--- src/rtl/sonar_pkg.sv ---
// Shared types and timing constants for the ultrasonic ranging path.
// Used by the echo timer and the downstream distance stage.
package sonar_pkg;

  typedef enum logic [2:0] {
    IDLE,
    TRIG,
    WAIT_RISE,
    MEASURE,
    HOLDOFF
  } sonar_state_t;

  localparam int unsigned CLK_HZ = 50_000_000;
  localparam int unsigned TRIG_CYCLES_DEF = 500;
  localparam int unsigned PERIOD_CYCLES_DEF = 3_000_000;
  localparam int unsigned TIMEOUT_CYCLES_DEF = 1_900_000;
  localparam int unsigned CNT_W_DEF = 32;

  // Round-trip echo cycles per centimetre at 343 m/s.
  localparam int unsigned CYC_PER_CM = 2915;

endpackage

--- src/rtl/sonar_sync_edge.sv ---
// Two-flop synchronizer for the raw echo pin.
// A third flop yields single-cycle rise/fall pulses.
module sonar_sync_edge (
  input  logic clk,
  input  logic rst,
  input  logic din,
  output logic level,
  output logic rise,
  output logic fall
);

  // [0],[1] synchronize; [2] is the delayed copy for edges
  logic [2:0] sh_q;
  logic [2:0] sh_d;

  // shift the pin in one stage per clock
  always_comb begin
    sh_d = {sh_q[1:0], din};
  end

  // register the shift chain, cleared on reset
  always_ff @(posedge clk or posedge rst) begin
    if (rst) begin
      sh_q <= '0;
    end else begin
      sh_q <= sh_d;
    end
  end

  assign level = sh_q[1];
  assign rise  = sh_q[1] & ~sh_q[2];
  assign fall  = ~sh_q[1] & sh_q[2];

endmodule

--- src/rtl/sonar_echo_timer.sv ---
// Ultrasonic sensor front-end: periodic trigger and echo timing.
// Reports echo width with valid, or a timeout strobe.
module sonar_echo_timer
  import sonar_pkg::*;
#(
  parameter int unsigned TRIG_CYCLES    = TRIG_CYCLES_DEF,
  parameter int unsigned PERIOD_CYCLES  = PERIOD_CYCLES_DEF,
  parameter int unsigned TIMEOUT_CYCLES = TIMEOUT_CYCLES_DEF,
  parameter int unsigned CNT_W          = CNT_W_DEF
) (
  input  logic             clk,
  input  logic             rst,
  input  logic             enable,
  input  logic             echo,
  output logic             trigger,
  output logic [CNT_W-1:0] echo_cycles,
  output logic             valid,
  output logic             timeout,
  output logic             busy
);

  localparam logic [CNT_W-1:0] TRIG_LAST = CNT_W'(TRIG_CYCLES - 1);
  localparam logic [CNT_W-1:0] PER_LAST  = CNT_W'(PERIOD_CYCLES - 1);
  localparam logic [CNT_W-1:0] TO_LAST   = CNT_W'(TIMEOUT_CYCLES - 1);

  logic echo_hi;
  logic echo_rise;
  logic echo_fall;

  sonar_sync_edge u_sync (
    .clk  (clk),
    .rst  (rst),
    .din  (echo),
    .level(echo_hi),
    .rise (echo_rise),
    .fall (echo_fall)
  );

  sonar_state_t     state_q, state_d;
  logic             trigger_q, trigger_d;
  logic             valid_q, valid_d;
  logic             timeout_q, timeout_d;
  logic             busy_q, busy_d;
  logic [CNT_W-1:0] echo_cycles_q, echo_cycles_d;
  logic [CNT_W-1:0] per_q, per_d;
  logic [CNT_W-1:0] to_q, to_d;
  logic [CNT_W-1:0] wid_q, wid_d;

  // next-state and counter logic for the measurement cycle
  always_comb begin
    state_d       = state_q;
    trigger_d     = trigger_q;
    valid_d       = 1'b0;
    timeout_d     = 1'b0;
    echo_cycles_d = echo_cycles_q;
    to_d          = to_q;
    wid_d         = wid_q;
    // period counter saturates so it can never wrap
    per_d = (per_q < PER_LAST) ? per_q + 1'b1 : per_q;

    unique case (state_q)
      IDLE: begin
        per_d = '0;
        if (enable) begin
          state_d   = TRIG;
          trigger_d = 1'b1;
        end
      end
      TRIG: begin
        if (per_q == TRIG_LAST) begin
          state_d   = WAIT_RISE;
          trigger_d = 1'b0;
          to_d      = '0;
        end
      end
      WAIT_RISE: begin
        to_d = to_q + 1'b1;
        if (to_q >= TO_LAST) begin
          state_d   = HOLDOFF;
          timeout_d = 1'b1;
        end else if (echo_rise) begin
          state_d = MEASURE;
          wid_d   = CNT_W'(1);
        end
      end
      MEASURE: begin
        // a fall in the expiry cycle still counts as a result
        if (echo_fall) begin
          state_d       = HOLDOFF;
          valid_d       = 1'b1;
          echo_cycles_d = wid_q;
        end else if (to_q >= TO_LAST) begin
          state_d   = HOLDOFF;
          timeout_d = 1'b1;
        end else begin
          to_d = to_q + 1'b1;
          if (echo_hi) begin
            wid_d = wid_q + 1'b1;
          end
        end
      end
      HOLDOFF: begin
        if (per_q >= PER_LAST) begin
          per_d = '0;
          if (enable) begin
            state_d   = TRIG;
            trigger_d = 1'b1;
          end else begin
            state_d = IDLE;
          end
        end
      end
      default: begin
        state_d   = IDLE;
        trigger_d = 1'b0;
      end
    endcase

    busy_d = (state_d != IDLE);
  end

  // state, counters and registered outputs
  always_ff @(posedge clk or posedge rst) begin
    if (rst) begin
      state_q       <= IDLE;
      trigger_q     <= 1'b0;
      valid_q       <= 1'b0;
      timeout_q     <= 1'b0;
      busy_q        <= 1'b0;
      echo_cycles_q <= '0;
      per_q         <= '0;
      to_q          <= '0;
      wid_q         <= '0;
    end else begin
      state_q       <= state_d;
      trigger_q     <= trigger_d;
      valid_q       <= valid_d;
      timeout_q     <= timeout_d;
      busy_q        <= busy_d;
      echo_cycles_q <= echo_cycles_d;
      per_q         <= per_d;
      to_q          <= to_d;
      wid_q         <= wid_d;
    end
  end

  assign trigger     = trigger_q;
  assign valid       = valid_q;
  assign timeout     = timeout_q;
  assign busy        = busy_q;
  assign echo_cycles = echo_cycles_q;

endmodule

--- config.mk ---
export PLATFORM = sky130hd
export DESIGN_NAME = sonar_echo_timer
export DESIGN_NICKNAME = d
export VERILOG_FILES = /design/src/rtl/sonar_pkg.sv /design/src/rtl/sonar_sync_edge.sv /design/src/rtl/sonar_echo_timer.sv
export SDC_FILE = /design/constraint.sdc
export NUM_CORES = 1
export LEC_CHECK = 0
export CAP_MARGIN = 30
export CORE_MARGIN = 10
export CORE_UTILIZATION = 25
export CTS_BUF_LIST = sky130_fd_sc_hd__clkbuf_2
export DETAILED_ROUTE_END_ITERATION = 12
export GPL_ROUTABILITY_DRIVEN = 0
export PLACE_DENSITY = 0.45
export SLEW_MARGIN = 20
export SYNTH_ARGS = -nofsm -noshare
export SYNTH_HDL_FRONTEND = slang
export SYNTH_HIERARCHICAL = 1
export SYNTH_SLANG_ARGS = --single-unit
--- constraint.sdc ---
create_clock -name clk -period 6.3 [get_ports clk]
set_input_delay 1.26 -clock clk [delete_from_list [all_inputs] [get_ports clk]]
set_output_delay 1.26 -clock clk [all_outputs]
set_load 0.02 [all_outputs]
# == Word level (Yosys, flattened, before mapping) ==
# Cells that the tools add are included.
# Widths: inputs -> output; s select.
# classes
n_mul,0
n_eq_ne,12
muxes,31
div_mod_pow,0
n_reduce_logical,9
n_lt_le_gt_ge,3
n_shift,0
addsub,3
n_bitwise,5
# ops
cell,n
$mux 32,10
$pmux 32 s2,2
$add 32x1->32 const B,3
$pmux 32 s3,1
$eq 32x9->1 const B,1
$ge 32x21->1 const B,1
$ge 32x22->1 const B,1
$lt 32x22->1 const B,1
$mux 3,7
$pmux 3 s5,1
$ne 2x2->1 const B,6
$mux 1,8
$eq 3x2->1 const B,2
$reduce_and 6->1,1
$reduce_bool 3->1,2
$pmux 1 s4,1
$reduce_and 4->1,1
$eq 3x1->1 const B,1
$eq 3x3->1 const B,1
$logic_not 3->1,1
$not 1->1,3
$reduce_and 3->1,1
$and 1x1->1,2
$ne 2x1->1 const B,1
4 further kinds,4
# totals
latch_bits,0
in_bits,4
ram_bits,0
word_cells,73
out_inout_bits,36
romBits,0
n_memories,0
regBits,138

# == Logic depth before layout (Yosys ltp) ==
# logic_depth
ltp_word,6
mapped_depth,9
ltp_nobuf,7

# == Hierarchy ==
# Netlist, hierarchy kept.
# by_module_without_submodules
mod,cells_per_inst,area_per_inst_um2,instances,seq_area_each_um2
sonar_echo_timer,716,6643.9,1,3378.2
sonar_sync_edge,6,93.8,1,75.1

# == Worst setup path before layout ==
# Ideal clock, no wire load.
# synth_path
path_type,flip-flop to flip-flop
start,reg to_q[0]
end,reg to_q[27]
setup_slack_ns,3.857
setup_ns,0.078
period_less_slack_ns,2.443
arrival_ns,2.365
stages_incl_launch_ff,8
required_time_ns,6.222
path_cell_list,dfrtp_1 > ha_1 > and3_1 > a211o_1 > a311oi_4 > o311ai_4 > or4_1 > a21oi_1
# synth_between
elab_chain_cells,4
word_cells_on_any_way,7
# synth_lines
element,line,text
"start, declared",sonar_echo_timer.sv:46,"logic [CNT_W-1:0] to_q, to_d;"
"start signal, assigned",sonar_echo_timer.sv:142,to_q <= to_d;
$add 32x1->32,"sonar_echo_timer.sv:77, sonar_echo_timer.sv:96",
$mux 32,sonar_echo_timer.sv:92,end else if (to_q >= TO_LAST) begin
$mux 32,sonar_echo_timer.sv:88,if (echo_fall) begin
$pmux 32 s3,sonar_echo_timer.sv:61,unique case (state_q)
# Parallel ways exist; a longest one is shown, timed or not. The select of a mux whose other input is x is not followed.
# A chain may end at the register's enable or synchronous reset.

# == Final worst setup path ==
# Ends and elaborated chain as after synthesis.

==> reports/metrics.yaml <==
synth_flop_cell: "dfrtp_1"
clk_path_buf_depth: 2
cts_setup_buffers: 0
syn_area_mm2: 0.00674
antenna_found_initial: 1
setup_viol: 0
syn_inst: 722
rrSetupSlack_ps: 3170
critPathBufInv: 0
overflow: 0
coreArea_mm2: 0.0267
synth_top_family_by_area: "simple AND/OR/NAND/NOR gates"
clock_skew_ps: 44.4
fin_tns_setup_ps: 0
endpoint_kind: "flop"
ios: 40
cts_hold_buf: 0
finalWirelength_um: 16500
cts_resized: 0
synth_compound_area_share_pct: 11.9
synth_xor_area_share_pct: 5.72
num_rows: 60
avgSynthCellArea_um2: 9.33
rr_endpoint: "to_q[27]"
drv_cap: 0
synth_fa_ha_area_share_pct: 0.557
drc: 0
required_ps: 6920
insertion_delay_ps: 710
hold_viol: 0
htreeDepth: 4
irDropWorstVdd_uv: 106
yosys.area_share.simple_pct: 27.6
syn_nets: 729
timing.final.crit_share_pct: 49.6
clk_pin_slew_worst_paths_ps: 240
status: "finished clean"
max_stage_delay_ps: 730
hp-start: "u_sync/sh_q[0]"
seq_area_frac_synth_pct: 51.3
path_cells: "ha_1 > and3_1 > a211o_1 > a311oi_4 > o311ai_4 > or4_1 > a21oi_1"
drtIter0Drc: 394
rsz0062_at_grt: "false"
vias: 5340
root_buffer: "clkbuf_2"
synthToLayoutAreaGrowth_pct: 15.6
fmax_mhz: 320
ant_nets: 0
muxShareOfSynthArea_pct: 0.149
fin_util_pct: 29.1
r2r_cells: 7
ys_ff_latch: 138
crit_type: "reg -> reg"
worstSetupStartpoint: "to_q[0]"
worst_pin_slew_ps: 994
startpoint_type: "flop"
die_x_um: 184
start_util_pct: 25.2
slew_violations: 0
cp_slowest_cell: "a311oi_4"
cts_tree: "done"
io_buffers: 39
routedWlPerCell_um: 14.9
p_per_area_mw_per_mm2: 199
cp_max_fo: 17
relSlewSlack_pct: 33.1
die-height_um: 184
hold_class: "reg -> reg"
crit-reg2reg-launch: "to_q[0]"
num-nets-final: 761
crit_arrival_ps: 3740
min_period_ps: 3130
drive_gt1_share_pct: 6.78
numCtsBuffers: 17
grt_pass1_vias: 5245
critPathTopFamily: "compound AO/OA/AOI/OAI gates"
path_depth: 7
grt_pass1_wl_um: 28400
ys_types: 57
postSynth.asyncResetShare_pct: 100
dr.pass1.iters: 4
synth-edff-count: 0
cp-endpoint: "to_q[27]"
routed_via_density: 4.82
leakage_uw: 0.00348
yosys_warnings: 6
grt_util_all_layers_pct: 10.3
hpwlAfterDp_um: 11100
die_area_mm2: 0.0339
grt_max_degree: 54
cts.sinks: 138
[synthesized netlist by cell type (12+ instances only)]
| master | number | area, um2 |
|---|---|---|
| and3_1 | 20 | 125 |
| nor2_1 | 66 | 248 |
| nand3_1 | 33 | 165 |
| or3_1 | 22 | 138 |
| clkbuf_1 | 21 | 78.8 |
| xnor2_1 | 12 | 105 |
| o21ai_0 | 37 | 185 |
| nand2_1 | 133 | 499 |
| a21oi_1 | 31 | 155 |
| nor2b_1 | 15 | 93.8 |
| xor2_1 | 32 | 280 |
| nand4_1 | 27 | 169 |
| dfrtp_1 | 138 | 3450 |
[power breakdown]
group          leakage [uW]  total [uW]  switching, uW  internal (uW)
clock network      0.000138         539            380            159
logic               0.00144        90.3           57.0           33.3
registers           0.00190         919           16.7            903
[worst reg2reg max path: stages, from the launching register on]
cell,delay [ps]
dfrtp_1,450
ha_1,230
and3_1,170
a211o_1,400
a311oi_4,740
o311ai_4,330
or4_1,570
a21oi_1,160
[final cells by class]
| cell class | count | area, um2 |
|---|---|---|
| diodes | 1 | 2.50 |
| clock buffers | 17 | 85.1 |
| clock inverters | 15 | 154 |
| fillers | 2846 | 18900 |
| inverters | 9 | 38.8 |
| multi-input cells | 539 | 3110 |
| flip-flops and latches | 138 | 3450 |
| well taps | 341 | 427 |
| repair buffers | 49 | 513 |
[cell usage in the layout, fill, tap and decap left out, types with 2 or more instances in the layout]
| master | netlist | final |
|---|---|---|
| nor2_1 | 66 | 66 |
| nand2_1 | 133 | 133 |
| ha_1 | 3 | 3 |
| inv_1 | 9 | 8 |
| nor4_1 | 9 | 9 |
| inv_6 | 0 | 6 |
| a21oi_1 | 31 | 31 |
| nor2b_1 | 15 | 15 |
| o311ai_0 | 2 | 2 |
| inv_8 | 0 | 4 |
| nor3_1 | 11 | 11 |
| o21ai_0 | 37 | 37 |
| nand2b_1 | 3 | 3 |
| a311o_1 | 4 | 4 |
| o31ai_1 | 10 | 10 |
| and4_1 | 9 | 9 |
| a31oi_1 | 5 | 5 |
| and3_1 | 20 | 20 |
| clkdlybuf4s50_1 | 0 | 39 |
| clkinvlp_4 | 0 | 3 |
| o2111a_1 | 2 | 2 |
| and2_1 | 8 | 8 |
| clkbuf_2 | 0 | 17 |
| or3_1 | 22 | 22 |
| a311oi_4 | 2 | 2 |
| o211ai_1 | 3 | 3 |
| buf_4 | 1 | 7 |
| dfrtp_1 | 138 | 138 |
| nand4_1 | 27 | 27 |
| buf_16 | 0 | 2 |
| xnor2_1 | 12 | 12 |
| or4_1 | 11 | 11 |
| o2111ai_1 | 4 | 4 |
| xor2_1 | 32 | 32 |
| nand3_1 | 33 | 33 |
| nor4bb_1 | 2 | 2 |
[registers in the layout (all words and copies together), names as in the netlist]
name,count
trigger,1
valid,1
state_q,3
u_sync/sh_q,3
to_q,32
busy,1
wid_q,32
timeout,1
echo_cycles,32
per_q,32
[per-stage QoR]
| stage | instances | total power (uW) | setup slack (ps) | hold slack, ps | area, um2 |
|---|---|---|---|---|---|
| floorplan | 722 | 996 | 1430 | 331 | 6740 |
| global placement | 1072 | 1020 | 3250 | 334 | 7470 |
| detailed placement | 1074 | 1020 | 3230 | 335 | 7510 |
| CTS | 1106 | 1580 | 3150 | 386 | 7750 |
| global route | 1109 | 1640 | 3000 | 402 | 7790 |
| finish | 1109 | 1550 | 3170 | 383 | 7790 |
[per-layer routing]
layer,GRT usage (%),vias to the layer above,routed length [um]
met5,0,-,0
li1,-,2632,-
met2,14.8,56,7070
met3,2.80,9,534
met4,2.82,0,159
met1,14.7,2643,8740
[worst min path at each step]
stage / endpoint / cells past startpoint
floorplan: u_sync/sh_q[1] / 0
global placement: u_sync/sh_q[1] / 0
detailed placement: u_sync/sh_q[1] / 0
CTS: u_sync/sh_q[1] / 0
global route: u_sync/sh_q[1] / 0
finish: u_sync/sh_q[1] / 0
[kinds of logic after synthesis]
family	count (synthesis)
compound gates	115
xor+xnor	44
fa+ha+maj	3
buf+inv	45
flops	138
mux	1
simple gates	376
Note: power is estimated with default switching activity, not from simulation.
